[config.mk]
export PLATFORM = sky130hd
export DESIGN_NAME = dsp_rr_scheduler
export DESIGN_NICKNAME = d
export VERILOG_FILES = /design/src/rtl/dsp_sched_pkg.sv /design/src/rtl/rr_arbiter.sv /design/src/rtl/dsp_rr_scheduler.sv
export SDC_FILE = /design/constraint.sdc
export NUM_CORES = 1
export LEC_CHECK = 0
export ABC_CLOCK_PERIOD_IN_PS = 2540
export CAP_MARGIN = 20
export CORE_UTILIZATION = 43
export DETAILED_ROUTE_END_ITERATION = 8
export GPL_TIMING_DRIVEN = 1
export PLACE_DENSITY = 0.76
export SLEW_MARGIN = 20
export SYNTH_ARGS = -nofsm -noshare
export SYNTH_HDL_FRONTEND = slang
export SYNTH_HIERARCHICAL = 1
export SYNTH_SLANG_ARGS = --single-unit
export TNS_END_PERCENT = 30
[constraint.sdc]
create_clock -name clk -period 2.54 [get_ports clk]
set_clock_uncertainty 0.05 [all_clocks]
set_input_delay 0.508 -clock clk [delete_from_list [all_inputs] [get_ports clk]]
set_output_delay 0.508 -clock clk [all_outputs]
set_load 0.03 [all_outputs]
[src/rtl/dsp_sched_pkg.sv]
// Shared constants, types and helpers for the round-robin DSP scheduler.
package dsp_sched_pkg;

  localparam int unsigned DSP_DATA_WIDTH = 4;
  localparam int unsigned DSP_OPND_WIDTH = 2;
  // Widest requester index supported (NUM_REQ up to 8).
  localparam int unsigned MAX_ID_WIDTH   = 3;

  function automatic int unsigned id_width(input int unsigned n);
    return (n <= 2) ? 1 : $clog2(n);
  endfunction

  typedef struct packed {
    logic [MAX_ID_WIDTH-1:0]   id;
    logic [DSP_DATA_WIDTH-1:0] data;
  } rsp_entry_t;

endpackage

[src/rtl/rr_arbiter.sv]
// Round-robin arbiter: scans requests from the pointer with wrap-around and
// advances the pointer past the granted requester when told to.
module rr_arbiter
  import dsp_sched_pkg::*;
#(
  parameter int unsigned NUM_REQ = 2,
  localparam int unsigned IdW = id_width(NUM_REQ)
) (
  input  logic               clk,
  input  logic               rst,
  input  logic [NUM_REQ-1:0] req,
  input  logic               advance,
  output logic [NUM_REQ-1:0] grant,
  output logic [IdW-1:0]     grant_idx
);

  logic [IdW-1:0] ptr_q;

  always_comb begin
    int unsigned idx;
    logic        found;
    idx       = 0;
    found     = 1'b0;
    grant     = '0;
    grant_idx = '0;
    for (int unsigned off = 0; off < NUM_REQ; off++) begin
      idx = (32'(ptr_q) + off) % NUM_REQ;
      if (!found && req[IdW'(idx)]) begin
        found              = 1'b1;
        grant[IdW'(idx)]   = 1'b1;
        grant_idx          = IdW'(idx);
      end
    end
  end

  always_ff @(posedge clk) begin
    if (rst) begin
      ptr_q <= '0;
    end else if (advance) begin
      ptr_q <= (grant_idx == IdW'(NUM_REQ - 1)) ? '0 : grant_idx + 1'b1;
    end
  end

endmodule

[src/rtl/dsp_rr_scheduler.sv]
// Shares one registered DSP block among NUM_REQ requesters round-robin and
// collects tagged results in a response FIFO sized by issue credits.
module dsp_rr_scheduler
  import dsp_sched_pkg::*;
#(
  parameter int unsigned NUM_REQ    = 2,
  parameter int unsigned DATA_WIDTH = DSP_DATA_WIDTH,
  parameter int unsigned RSP_DEPTH  = 2,
  localparam int unsigned OPND_W    = DATA_WIDTH / 2,
  localparam int unsigned ID_W      = id_width(NUM_REQ)
) (
  input  logic                      clk,
  input  logic                      rst,
  input  logic [NUM_REQ-1:0]        req_valid,
  output logic [NUM_REQ-1:0]        req_ready,
  input  logic [NUM_REQ*OPND_W-1:0] req_a,
  input  logic [NUM_REQ*OPND_W-1:0] req_b,
  input  logic [NUM_REQ-1:0]        req_m,
  output logic [OPND_W-1:0]         dsp_a,
  output logic [OPND_W-1:0]         dsp_b,
  output logic                      dsp_m,
  input  logic [DATA_WIDTH-1:0]     dsp_out,
  output logic                      rsp_valid,
  input  logic                      rsp_ready,
  output logic [DATA_WIDTH-1:0]     rsp_data,
  output logic [ID_W-1:0]           rsp_id
);

  localparam int unsigned PTR_W = $clog2(RSP_DEPTH);
  localparam int unsigned CNT_W = $clog2(RSP_DEPTH + 1);

  logic [NUM_REQ-1:0] grant;
  logic [ID_W-1:0]    grant_idx;
  logic               pop, issue_ok, issue, push;
  logic               inflight_q;
  logic [ID_W-1:0]    inflight_id_q;
  rsp_entry_t         mem_q [RSP_DEPTH];
  rsp_entry_t         push_entry, head;
  logic [PTR_W-1:0]   rd_ptr_q, wr_ptr_q;
  logic [CNT_W-1:0]   count_q;

  function automatic logic [PTR_W-1:0] ptr_inc(input logic [PTR_W-1:0] p);
    return (p == PTR_W'(RSP_DEPTH - 1)) ? '0 : p + 1'b1;
  endfunction

  rr_arbiter #(
    .NUM_REQ (NUM_REQ)
  ) u_arb (
    .clk       (clk),
    .rst       (rst),
    .req       (req_valid),
    .advance   (issue),
    .grant     (grant),
    .grant_idx (grant_idx)
  );

  assign pop = rsp_valid & rsp_ready;
  // The DSP cannot stall, so every issue must already own a FIFO slot.
  assign issue_ok  = (32'(count_q) + 32'(inflight_q) - 32'(pop)) < RSP_DEPTH;
  assign req_ready = (rst || !issue_ok) ? '0 : grant;
  assign issue     = |(req_valid & req_ready);

  assign dsp_a = issue ? req_a[grant_idx*OPND_W +: OPND_W] : '0;
  assign dsp_b = issue ? req_b[grant_idx*OPND_W +: OPND_W] : '0;
  assign dsp_m = issue ? req_m[grant_idx] : 1'b0;

  assign push       = inflight_q & ~rst;
  assign push_entry = '{id: MAX_ID_WIDTH'(inflight_id_q), data: DSP_DATA_WIDTH'(dsp_out)};
  assign head       = mem_q[rd_ptr_q];

  assign rsp_valid = (count_q != '0);
  assign rsp_data  = DATA_WIDTH'(head.data);
  assign rsp_id    = ID_W'(head.id);

  always_ff @(posedge clk) begin
    if (rst) begin
      inflight_q <= 1'b0;
      count_q    <= '0;
      rd_ptr_q   <= '0;
      wr_ptr_q   <= '0;
    end else begin
      inflight_q <= issue;
      if (push) wr_ptr_q <= ptr_inc(wr_ptr_q);
      if (pop)  rd_ptr_q <= ptr_inc(rd_ptr_q);
      count_q <= count_q + CNT_W'(push) - CNT_W'(pop);
    end
  end

  always_ff @(posedge clk) begin
    inflight_id_q <= grant_idx;
    if (push) mem_q[wr_ptr_q] <= push_entry;
  end

  always_ff @(posedge clk) begin
    if (push) assert (count_q != CNT_W'(RSP_DEPTH));
  end

endmodule

### Word level (Yosys, flattened, before mapping)

Memory sizes are Yosys's and may differ from the RTL's. A register that Yosys moved wholly into a read port is not among the register bits.
Cells that the tools add are included.

| storage, ports and cells | value |
|---|---|
| memories | 1 |
| output and inout bits | 13 |
| latch bits | 0 |
| flip-flop bits (word level) | 7 |
| word-level logic and storage cells | 62 |
| RAM bits | 10 |
| ROM bits | 0 |
| bits of input ports | 19 |

| operators by class | value |
|---|---|
| reductions and logical operators | 8 |
| eq/ne operators | 0 |
| magnitude comparators | 6 |
| multipliers | 0 |
| muxes and demuxes | 26 |
| shift operators | 2 |
| bitwise gates (word level) | 5 |
| divide/modulo/power cells | 0 |
| $add $sub $neg | 8 |

Memory list:

| name | words | width | rd ports | clocked after Yosys merged registers in | wr ports | RTL line | text |
|---|---|---|---|---|---|---|---|
| mem_q | 2 | 5 | 1 | 1 | 1 | dsp_rr_scheduler.sv:37 | `rsp_entry_t mem_q [RSP_DEPTH];` |

Operators with widths:

| operator | number |
|---|---|
| $lt A32 B2 Y1 const B | 1 |
| $mux W1 | 19 |
| $mux W2 | 5 |
| $shiftx A4 B3 Y2 | 2 |
| $lt A1 B2 Y1 const B | 3 |
| $add A1 B1 Y1 const B | 4 |
| $sub A3 B1 Y4 | 1 |
| $add A2 B1 Y3 | 1 |
| $logic_and A1 B1 Y1 | 3 |
| $add A2 B1 Y2 | 1 |
| $and A1 B1 Y1 | 2 |
| $and A2 B2 Y2 | 1 |
| $demux W1 S1 | 2 |
| $ge A1 B1 Y1 const B | 2 |
| $logic_not A1 Y1 | 2 |
| $or A2 B2 Y2 | 1 |
| $reduce_bool A2 Y1 | 1 |
| $reduce_or A2 Y1 | 1 |
| $sub A2 B1 Y2 | 1 |
| $logic_or A1 B1 Y1 | 1 |
| $not A1 Y1 | 1 |

### Logic depth before layout (Yosys ltp)

Gate-level depths: netlist (run 1).

| depth | value |
|---|---|
| word-level depth | 11 |
| mapped depth | 9 |
| mapped depth without buffers | 8 |

### By module

Netlist (run 1), hierarchy kept.

By module, submodules not included:

| module | cells each | times used | seq. area each (um^2) | area an instance (um^2) |
|---|---|---|---|---|
| dsp_rr_scheduler | 65 | 1 | 440.4 | 835.8 |
| rr_arbiter | 7 | 1 | 20.0 | 75.1 |

### Worst setup path before layout (run 1)

OpenSTA, ideal clock, no wires.

| timing path | value |
|---|---|
| kind | input to output |
| start point | input rsp_ready |
| end point | output dsp_a[0] |
| slack | -540 ps |
| data arrival time | 2,522 ps |
| stages | 7 |
| required time | 1,982 ps |
| path through | nand3b_1 > inv_1 > o21ai_0 > fa_1 > nand2b_4 > buf_6 > nor4_1 |

| between the ends | value |
|---|---|
| word-level cells in the longest chain between the ends | 9 |

RTL lines:

| what | RTL line | text |
|---|---|---|
| start, declared | dsp_rr_scheduler.sv:24 | `input logic rsp_ready,` |
| $and A1 B1 Y1 | dsp_rr_scheduler.sv:57 | `assign pop = rsp_valid & rsp_ready;` |
| $sub A3 B1 Y4 | dsp_rr_scheduler.sv:59 | `assign issue_ok = (32'(count_q) + 32'(inflight_q) - 32'(pop)) < RSP_DEPTH;` |
| $lt A32 B2 Y1 | dsp_rr_scheduler.sv:59 |  |
| $logic_not A1 Y1 | dsp_rr_scheduler.sv:60 | `assign req_ready = (rst \|\| !issue_ok) ? '0 : grant;` |
| $logic_or A1 B1 Y1 | dsp_rr_scheduler.sv:60 |  |
| $mux W2 | dsp_rr_scheduler.sv:60 |  |
| $and A2 B2 Y2 | dsp_rr_scheduler.sv:61 | `assign issue = \|(req_valid & req_ready);` |
| $reduce_or A2 Y1 | dsp_rr_scheduler.sv:61 |  |
| $mux W2 | dsp_rr_scheduler.sv:63 | `assign dsp_a = issue ? req_a[grant_idx*OPND_W +: OPND_W] : '0;` |
| end, declared | dsp_rr_scheduler.sv:19 | `output logic [OPND_W-1:0] dsp_a,` |

Every way passes these cells.

### Worst setup path after layout (run 1)

| timing path | value |
|---|---|
| start point | register count_q[0] |
| end point | output dsp_b[0] |

| between the ends | value |
|---|---|
| word-level cells in the longest chain between the ends | 10 |
| elaborated cells on any way between the ends | 11 |
| classes of those cells | 2 x add/sub; 1 x order compare; 2 x mux; 2 x bitwise; 4 x reduce/logical |

RTL lines:

| what | RTL line | text |
|---|---|---|
| start, declared | dsp_rr_scheduler.sv:40 | `logic [CNT_W-1:0] count_q;` |
| start signal, assigned | dsp_rr_scheduler.sv:85 | `count_q <= count_q + CNT_W'(push) - CNT_W'(pop);` |
| parallel branches: the longest is 2 deep, another holds $add A2 B1 Y3 | -- |  |
| $sub A3 B1 Y4 * | dsp_rr_scheduler.sv:59 |  |
| $lt A32 B2 Y1 * | dsp_rr_scheduler.sv:59 |  |
| $logic_not A1 Y1 * | dsp_rr_scheduler.sv:60 |  |
| $logic_or A1 B1 Y1 * | dsp_rr_scheduler.sv:60 |  |
| $mux W2 * | dsp_rr_scheduler.sv:60 |  |
| $and A2 B2 Y2 * | dsp_rr_scheduler.sv:61 |  |
| $reduce_or A2 Y1 * | dsp_rr_scheduler.sv:61 |  |
| $mux W2 * | dsp_rr_scheduler.sv:64 | `assign dsp_b = issue ? req_b[grant_idx*OPND_W +: OPND_W] : '0;` |
| end, declared | dsp_rr_scheduler.sv:20 | `output logic [OPND_W-1:0] dsp_b,` |

Every way passes the cells marked *.

==> results of run 1 <==
critical path, delay by kind of cell, from the launching register on:
| kind | cells | cell delay [ns] |
|---|---|---|
| AND/OR/NAND/NOR | 3 | 0.48 |
| buffers and inverters | 3 | 0.38 |
| flip-flops | 1 | 0.35 |
| adder cells (fa/ha/maj) | 1 | 0.57 |
cells by family after synthesis:
kind of cell	share of synthesized area, %
simple gates	18.7
flops	50.5
mux	14.1
compound gates	4.94
buf+inv	3.02
xor+xnor	3.71
fa+ha+maj	4.94
Yosys cell counts (3+ instances only):
cell / count
sky130_fd_sc_hd__nor4_1: 5
sky130_fd_sc_hd__o21ai_0: 3
sky130_fd_sc_hd__and2b_2: 3
sky130_fd_sc_hd__nor2_1: 4
sky130_fd_sc_hd__mux2i_1: 5
sky130_fd_sc_hd__inv_1: 3
sky130_fd_sc_hd__mux2_2: 7
sky130_fd_sc_hd__dfxtp_1: 8
sky130_fd_sc_hd__edfxtp_1: 10
worst max-delay path by stage:
stage	from	end	slack [ns]
2_1_floorplan	rsp_ready	req_ready[0]	-0.28
3_3_place_gp	rsp_ready	dsp_b[0]	-0.41
3_5_place_dp	rsp_ready	req_ready[0]	-0.43
5_1_grt	count_q[0]	dsp_m	-0.18
6_report	count_q[0]	dsp_b[0]	-0.08
4_1_cts	count_q[0]	dsp_b[1]	-0.09
layer usage:
metal  routed length (µm)  up-vias  track usage (%)
met5                    0        -                0
met4                   12        0             8.33
met3                   60        2             3.40
met2                 1030       16             31.4
met1                  744      332             19.2
li1                     -      357                -
what timing repair did:
| action | CTS | global route |
|---|---|---|
| pin swaps | 8 | 4 |
| resized for setup | 13 | 7 |
| gates cloned | 2 | 0 |
| endpoints found under the setup margin | 7 | 7 |
| hold buffers | 0 | 0 |
| setup buffers | 2 | 2 |
stage by stage:
| step | TNS [ns] | total power [mW] |
|---|---|---|
| final | -0.445 | 0.615 |
| after global placement | -2.93 | 0.467 |
| after detailed placement | -3.07 | 0.470 |
| after global routing | -1.14 | 0.646 |
| after CTS | -0.425 | 0.612 |
| after floorplan | -1.64 | 0.407 |
layout make-up:
type	instances	area [µm²]	area share (%)
Clock buffer	3	22.5	1.57
Multi-Input combinational cell	51	528	36.7
Clock inverter	1	3.75	0.261
Sequential cell	18	462	32.1
Inverter	3	11.3	0.783
Tap cell	27	33.8	2.35
Timing Repair Buffer	42	378	26.3
power by group:
group | switching (mW) | leakage (nW) | total (mW) | internal, mW
clock network | 0.0790 | 0.0154 | 0.136 | 0.0570
registers | 0.00687 | 0.157 | 0.326 | 0.319
logic | 0.0713 | 0.393 | 0.153 | 0.0822
==> metrics.md, run 1 <==
| Metric | Value |
|---|---|
| Syn_area_per_cell | `12.7 µm²` |
| Share of final-layout standard cells stronger than drive strength 1 | `around 45%` |
| Commonest non-fill, non-tap cells in the layout | `sky130_fd_sc_hd__clkdlybuf4s50_1, sky130_fd_sc_hd__buf_4, sky130_fd_sc_hd__edfxtp_1` |
| Global-route total usage across every layer | `about 17%` |
| Initial antenna violation count | `0` |
| Number of synthesized flops with an enable pin | `10` |
| Worst voltage drop across the vdd grid | `about 0.00028 V` |
| Vias after detailed routing | `a little over 700` |
| Final period utilization | `103%` |
| Type of destination of the critical path | `output pin` |
| # diodes | `0` |
| Post-route DRC | `0` |
| Insertion delay of the later-clocked pin in the worst-skew pair | `about 0.28 ns` |
| Synthesized instance count | `between 70 and 80` |
| Sort of element at the start of the critical path | `flop` |
| Via count of the first global-routing pass | `~650` |
| Violated checks | `setup timing` |
| Reg2Reg Depth | `9` |
| Die area | `2310 µm²` |
| Die boundary height | `~48 µm` |
| Clock H-tree levels | `1` |
| Post-Place Setup Slack | `-0.430 ns` |
| Core region area | `1980 µm²` |
| Synthesis-stage register bit count | `18` |
| Launching point of the worst reg2reg path | `count_q[0]` |
| Instance count after placement with tap cells included | `135` |
| Final design instance area without fill | `roughly 1400 µm²` |
| Post-DP HPWL | `between 1000 and 1500 µm` |
| Post-synth top area cell | `sky130_fd_sc_hd__edfxtp_1` |
| Detail-routed net length per standard cell | `~13 µm` |
| Highest cell delay on the worst timing path | `approximately 0.57 ns` |
| RD Place Congestion | `0.696` |
| Final core utilization | `72.6%` |
| Leading post-synthesis cells by cell area | `sky130_fd_sc_hd__edfxtp_1, sky130_fd_sc_hd__dfxtp_1, sky130_fd_sc_hd__mux2_2, sky130_fd_sc_hd__mux2i_1, sky130_fd_sc_hd__nor4_1` |
| Worst-Margin Slew | `0.435 ns` |
| Clk Tree Root Cell | `sky130_fd_sc_hd__clkbuf_4` |
| Setup violation total in the final timing report | `7` |
| Layout fillers | `around 140` |
| Register clock-pin slew on the reported worst setup and hold paths | `approximately 0.09 ns` |
| Number of cells traversed by the worst hold path | `0` |
| Non-filler cells in the finished layout | `around 150` |
| R2R Setup Slk | `between 0.3 and 0.4 ns` |
| Clock buffers created by TritonCTS | `3` |
| Total number of placement rows | `16` |
| Final ANT Viol Nets | `0` |
| Ratio of total power to cell area | `roughly 430 nW/µm²` |
| Crit path max-delay cell type | `sky130_fd_sc_hd__fa_2` |
| Pin count of the biggest net entering global routing | `11` |
| IO Count | `32` |
| Setup repair after global routing missed its margin | `yes` |
| Count of TritonRoute iterations in the first routing pass | `3` |
| Worst relative slew slack | `a little under three quarters` |
| Hold slack | `0.391 ns` |
| Maximum operating frequency | `between 300 and 400 MHz` |
| Iteration-0 DRC Markers | `9` |
| Syn nets | `between 90 and 100` |
| Total of warnings raised by yosys | `6` |
| Post-DR vias/cell | `between 4 and 5` |
| Cell breakdown of the critical path | `nand3b_1 -> inv_2 -> buf_4 -> fa_2 -> nand2b_4 -> nor4_2 -> buf_4` |
| Die span in x | `between 40 and 50 µm` |
| Crit path max fanout | `5` |
| Fraction of synthesized cell area taken by the top area cell type | `between 30% and 40%` |
| Hold-critical path endpoint | `mem_q[1][4]` |
| Post-route setup slack | `-0.0830 ns` |
| Clock tree from TritonCTS | `yes` |
| Launch point of the worst hold path | `inflight_id_q` |
| Wire length of the first global-routing pass | `2680 µm` |
| Arrival time of the worst setup path | `just over 2 ns` |
| Maximum root-to-sink buffer count | `2` |
| Type of the setup path with the least slack | `reg -> out` |
| Final hold viol count | `0` |
| Remaining Overflow, GRT | `0` |
| Distinct cells, synth | `26` |
| Layout net count | `141` |
| Number of sinks driven by the clock tree | `18` |
| Result of the run | `finished with violations` |
| Layout overhead on the synthesized area | `58.0%` |
| Summed instance area of the synthesized netlist | `911 µm²` |
| Dominant synthesized flop cell | `sky130_fd_sc_hd__edfxtp_1` |
| Post-synthesis sequential area ratio | `50.5%` |
| Number of max-cap violations | `0` |
| Cell type with the highest occurrence count on the critical path | `sky130_fd_sc_hd__buf_4` |
| Placed Instance Area | `1310 µm²` |
| Static leakage power | `roughly 0.57 nW` |
| Ys async rst share | `0%` |
| Number of pins with negative max-slew slack in the final report | `0` |
| Minimum clock period after layout | `2.62 ns` |
| Worst Path Required | `a little under 2 ns` |
| Number of buffer cells added on primary ports | `31` |
| DRT Wirelength | `~1800 µm` |
| Type of the most critical hold path | `reg -> reg` |
| Leading cell type in the layout, fill and taps excluded | `sky130_fd_sc_hd__clkdlybuf4s50_1` |
| Starting utilization of the core area | `between 40% and 50%` |
(Power assumes the default switching activity.)
==> run 2, diff against run 1 <==
--- a/config.mk
+++ b/config.mk
@@ -10,7 +10,7 @@
 export CORE_UTILIZATION = 43
 export DETAILED_ROUTE_END_ITERATION = 8
 export GPL_TIMING_DRIVEN = 1
-export PLACE_DENSITY = 0.76
+export PLACE_DENSITY = 0.82
 export SLEW_MARGIN = 20
 export SYNTH_ARGS = -nofsm -noshare
 export SYNTH_HDL_FRONTEND = slang
==> run 2 against run 1 <==
The run still ends with setup timing left; combinational power increased by 3%; sequential cell count unchanged; count of clock-buffer cells in the layout increased by 1; total power increased by 1.8%; maximum frequency decreased by 1.0%; sequential power about the same; die area unchanged; clock power increased by 6%.
==> metrics.md, run 2 (same netlist as run 1, synthesis figures left out) <==
| Metric | Value |
|---|---|
| Post-route DRC | `0` |
| Initial antenna violation count | `0` |
| Remaining Overflow, GRT | `0` |
| Die span in x | `approximately 48 µm` |
| Worst voltage drop across the vdd grid | `roughly 0.00032 V` |
| Leading cell type in the layout, fill and taps excluded | `sky130_fd_sc_hd__clkdlybuf4s50_1` |
| Ratio of total power to cell area | `between 400 and 500 nW/µm²` |
| Layout overhead on the synthesized area | `56.3%` |
| Maximum operating frequency | `between 300 and 400 MHz` |
| Crit path max fanout | `9` |
| Post-DP HPWL | `roughly 1300 µm` |
| Capturing instance or port of the critical path | `dsp_a[1]` |
| Non-filler cells in the finished layout | `between 100 and 150` |
| Final ANT Viol Nets | `0` |
| Final period utilization | `104%` |
| Reg2Reg Depth | `9` |
| Final hold viol count | `0` |
| Setup repair after global routing missed its margin | `yes` |
| Result of the run | `finished with violations` |
| Die area | `about 2300 µm²` |
| Number of buffer cells added on primary ports | `31` |
| Clk Tree Root Cell | `sky130_fd_sc_hd__clkbuf_4` |
| Arrival time of the worst setup path | `2.09 ns` |
| Final core utilization | `approximately 72%` |
| Commonest non-fill, non-tap cells in the layout | `sky130_fd_sc_hd__clkdlybuf4s50_1, sky130_fd_sc_hd__buf_4, sky130_fd_sc_hd__edfxtp_1` |
| Post-route setup slack | `-0.110 ns` |
| Insertion delay of the later-clocked pin in the worst-skew pair | `~0.28 ns` |
| Clock H-tree levels | `1` |
| Static leakage power | `between 0.5 and 0.6 nW` |
| Count of TritonRoute iterations in the first routing pass | `4` |
| Clock buffers created by TritonCTS | `3` |
| Final total negative setup slack | `-0.633 ns` |
| Post-DR vias/cell | `around 5` |
| Post-Place Setup Slack | `-0.485 ns` |
| IO Count | `32` |
| RD Place Congestion | `0.655` |
| Number of max-cap violations | `0` |
| Instance count after placement with tap cells included | `roughly 140` |
| Hold Buf Count CTS | `0` |
| R2R Setup Slk | `approximately 0.19 ns` |
| Vias after detailed routing | `roughly 690` |
| Number of sinks driven by the clock tree | `18` |
| Number of pins with negative max-slew slack in the final report | `0` |
| Clock tree from TritonCTS | `yes` |
| Setup violation total in the final timing report | `7` |
| Worst relative slew slack | `70.3%` |
| Launching point of the worst reg2reg path | `count_q[0]` |
| Die boundary height | `between 40 and 50 µm` |
| Layout net count | `137` |
| Via count of the first global-routing pass | `about 600` |
| Register clock-pin slew on the reported worst setup and hold paths | `around 0.1 ns` |
| # diodes | `0` |
| Total number of placement rows | `16` |
| Iteration-0 DRC Markers | `4` |
| Layout fillers | `~140` |
| Worst Path Required | `around 2.0 ns` |
| Core region area | `about 2000 µm²` |
| Share of final-layout standard cells stronger than drive strength 1 | `about 43%` |
| DRT Wirelength | `around 1900 µm` |
| Hold slack | `slightly below 0.4 ns` |
| Pin count of the biggest net entering global routing | `11` |
| Sort of element at the start of the critical path | `flop` |
| Wire length of the first global-routing pass | `~2400 µm` |
| Global-route total usage across every layer | `15.6%` |
| Starting utilization of the core area | `~46%` |
| Violated checks | `setup timing` |
| Type of the setup path with the least slack | `reg -> out` |
| Critical path launch point | `count_q[0]` |
| Worst-Margin Slew | `between 0.4 and 0.5 ns` |
| Detail-routed net length per standard cell | `approximately 14 µm` |
| Type of the most critical hold path | `reg -> reg` |
| Type of destination of the critical path | `output pin` |
| Minimum clock period after layout | `2.65 ns` |
| Maximum root-to-sink buffer count | `2` |
-- run 2: cell count changes in the layout (fill, tap and decap cells not counted), sizes merged --
cell,previous run,this run
clkinv,1,0
nand2b,3,2
clkbuf,3,4
xor2,2,1
buf,19,17
-- run 2: repair_timing --
item,CTS,global route
buffers inserted,2,0
resized for setup,13,11
pin swaps,4,5
endpoints found under the setup margin,7,7
-- run 2: worst min-delay path by stage --
| stage | cells past startpoint | endpoint | slack, ns | from |
|---|---|---|---|---|
| 2_1_floorplan | 0 | mem_q[0][4] | 0.35 | inflight_id_q |
| 3_3_place_gp | 0 | mem_q[1][4] | 0.36 | inflight_id_q |
| 3_5_place_dp | 0 | mem_q[1][4] | 0.37 | inflight_id_q |
| 4_1_cts | 0 | mem_q[0][4] | 0.39 | inflight_id_q |
| 5_1_grt | 0 | mem_q[1][4] | 0.41 | inflight_id_q |
| 6_report | 0 | mem_q[0][4] | 0.39 | inflight_id_q |
-- run 2: worst max-delay path: stages, from the launching register on --
cell and delay (ns):
sky130_fd_sc_hd__dfxtp_2 0.35, sky130_fd_sc_hd__nand3b_1 0.19, sky130_fd_sc_hd__inv_2 0.09, sky130_fd_sc_hd__o21ai_2 0.07
sky130_fd_sc_hd__fa_2 0.41, sky130_fd_sc_hd__xor2_4 0.23, sky130_fd_sc_hd__nor4_2 0.28, sky130_fd_sc_hd__buf_4 0.20
-- run 2: power breakdown --
group          internal [mW]  total [mW]  switching [mW]
Clock                 0.0609       0.144          0.0828
Combinational         0.0823       0.157          0.0748
Sequential             0.319       0.326         0.00674
-- run 2: layout make-up --
| type | instances | area (µm²) | area share (%) |
|---|---|---|---|
| inverter | 3 | 11.3 | 0.791 |
| clock buffer | 4 | 26.3 | 1.85 |
| timing repair buffer | 40 | 370 | 26.0 |
| multi-input combinational | 49 | 520 | 36.6 |
| sequential | 18 | 462 | 32.4 |
| tap | 27 | 33.8 | 2.37 |
-- run 2: metrics by stage --
step | area [µm²] | power, mW
2_1_floorplan | 942 | 0.407
3_3_place_gp | 1310 | 0.467
3_5_place_dp | 1310 | 0.470
4_1_cts | 1380 | 0.616
5_1_grt | 1420 | 0.654
6_report | 1420 | 0.626
-- run 2: layer usage --
layer	part of all wire, %	track usage, %
met5	0	0
met4	0.63	6.67
met3	2.6	3.40
met2	54	28.4
met1	43	17.2
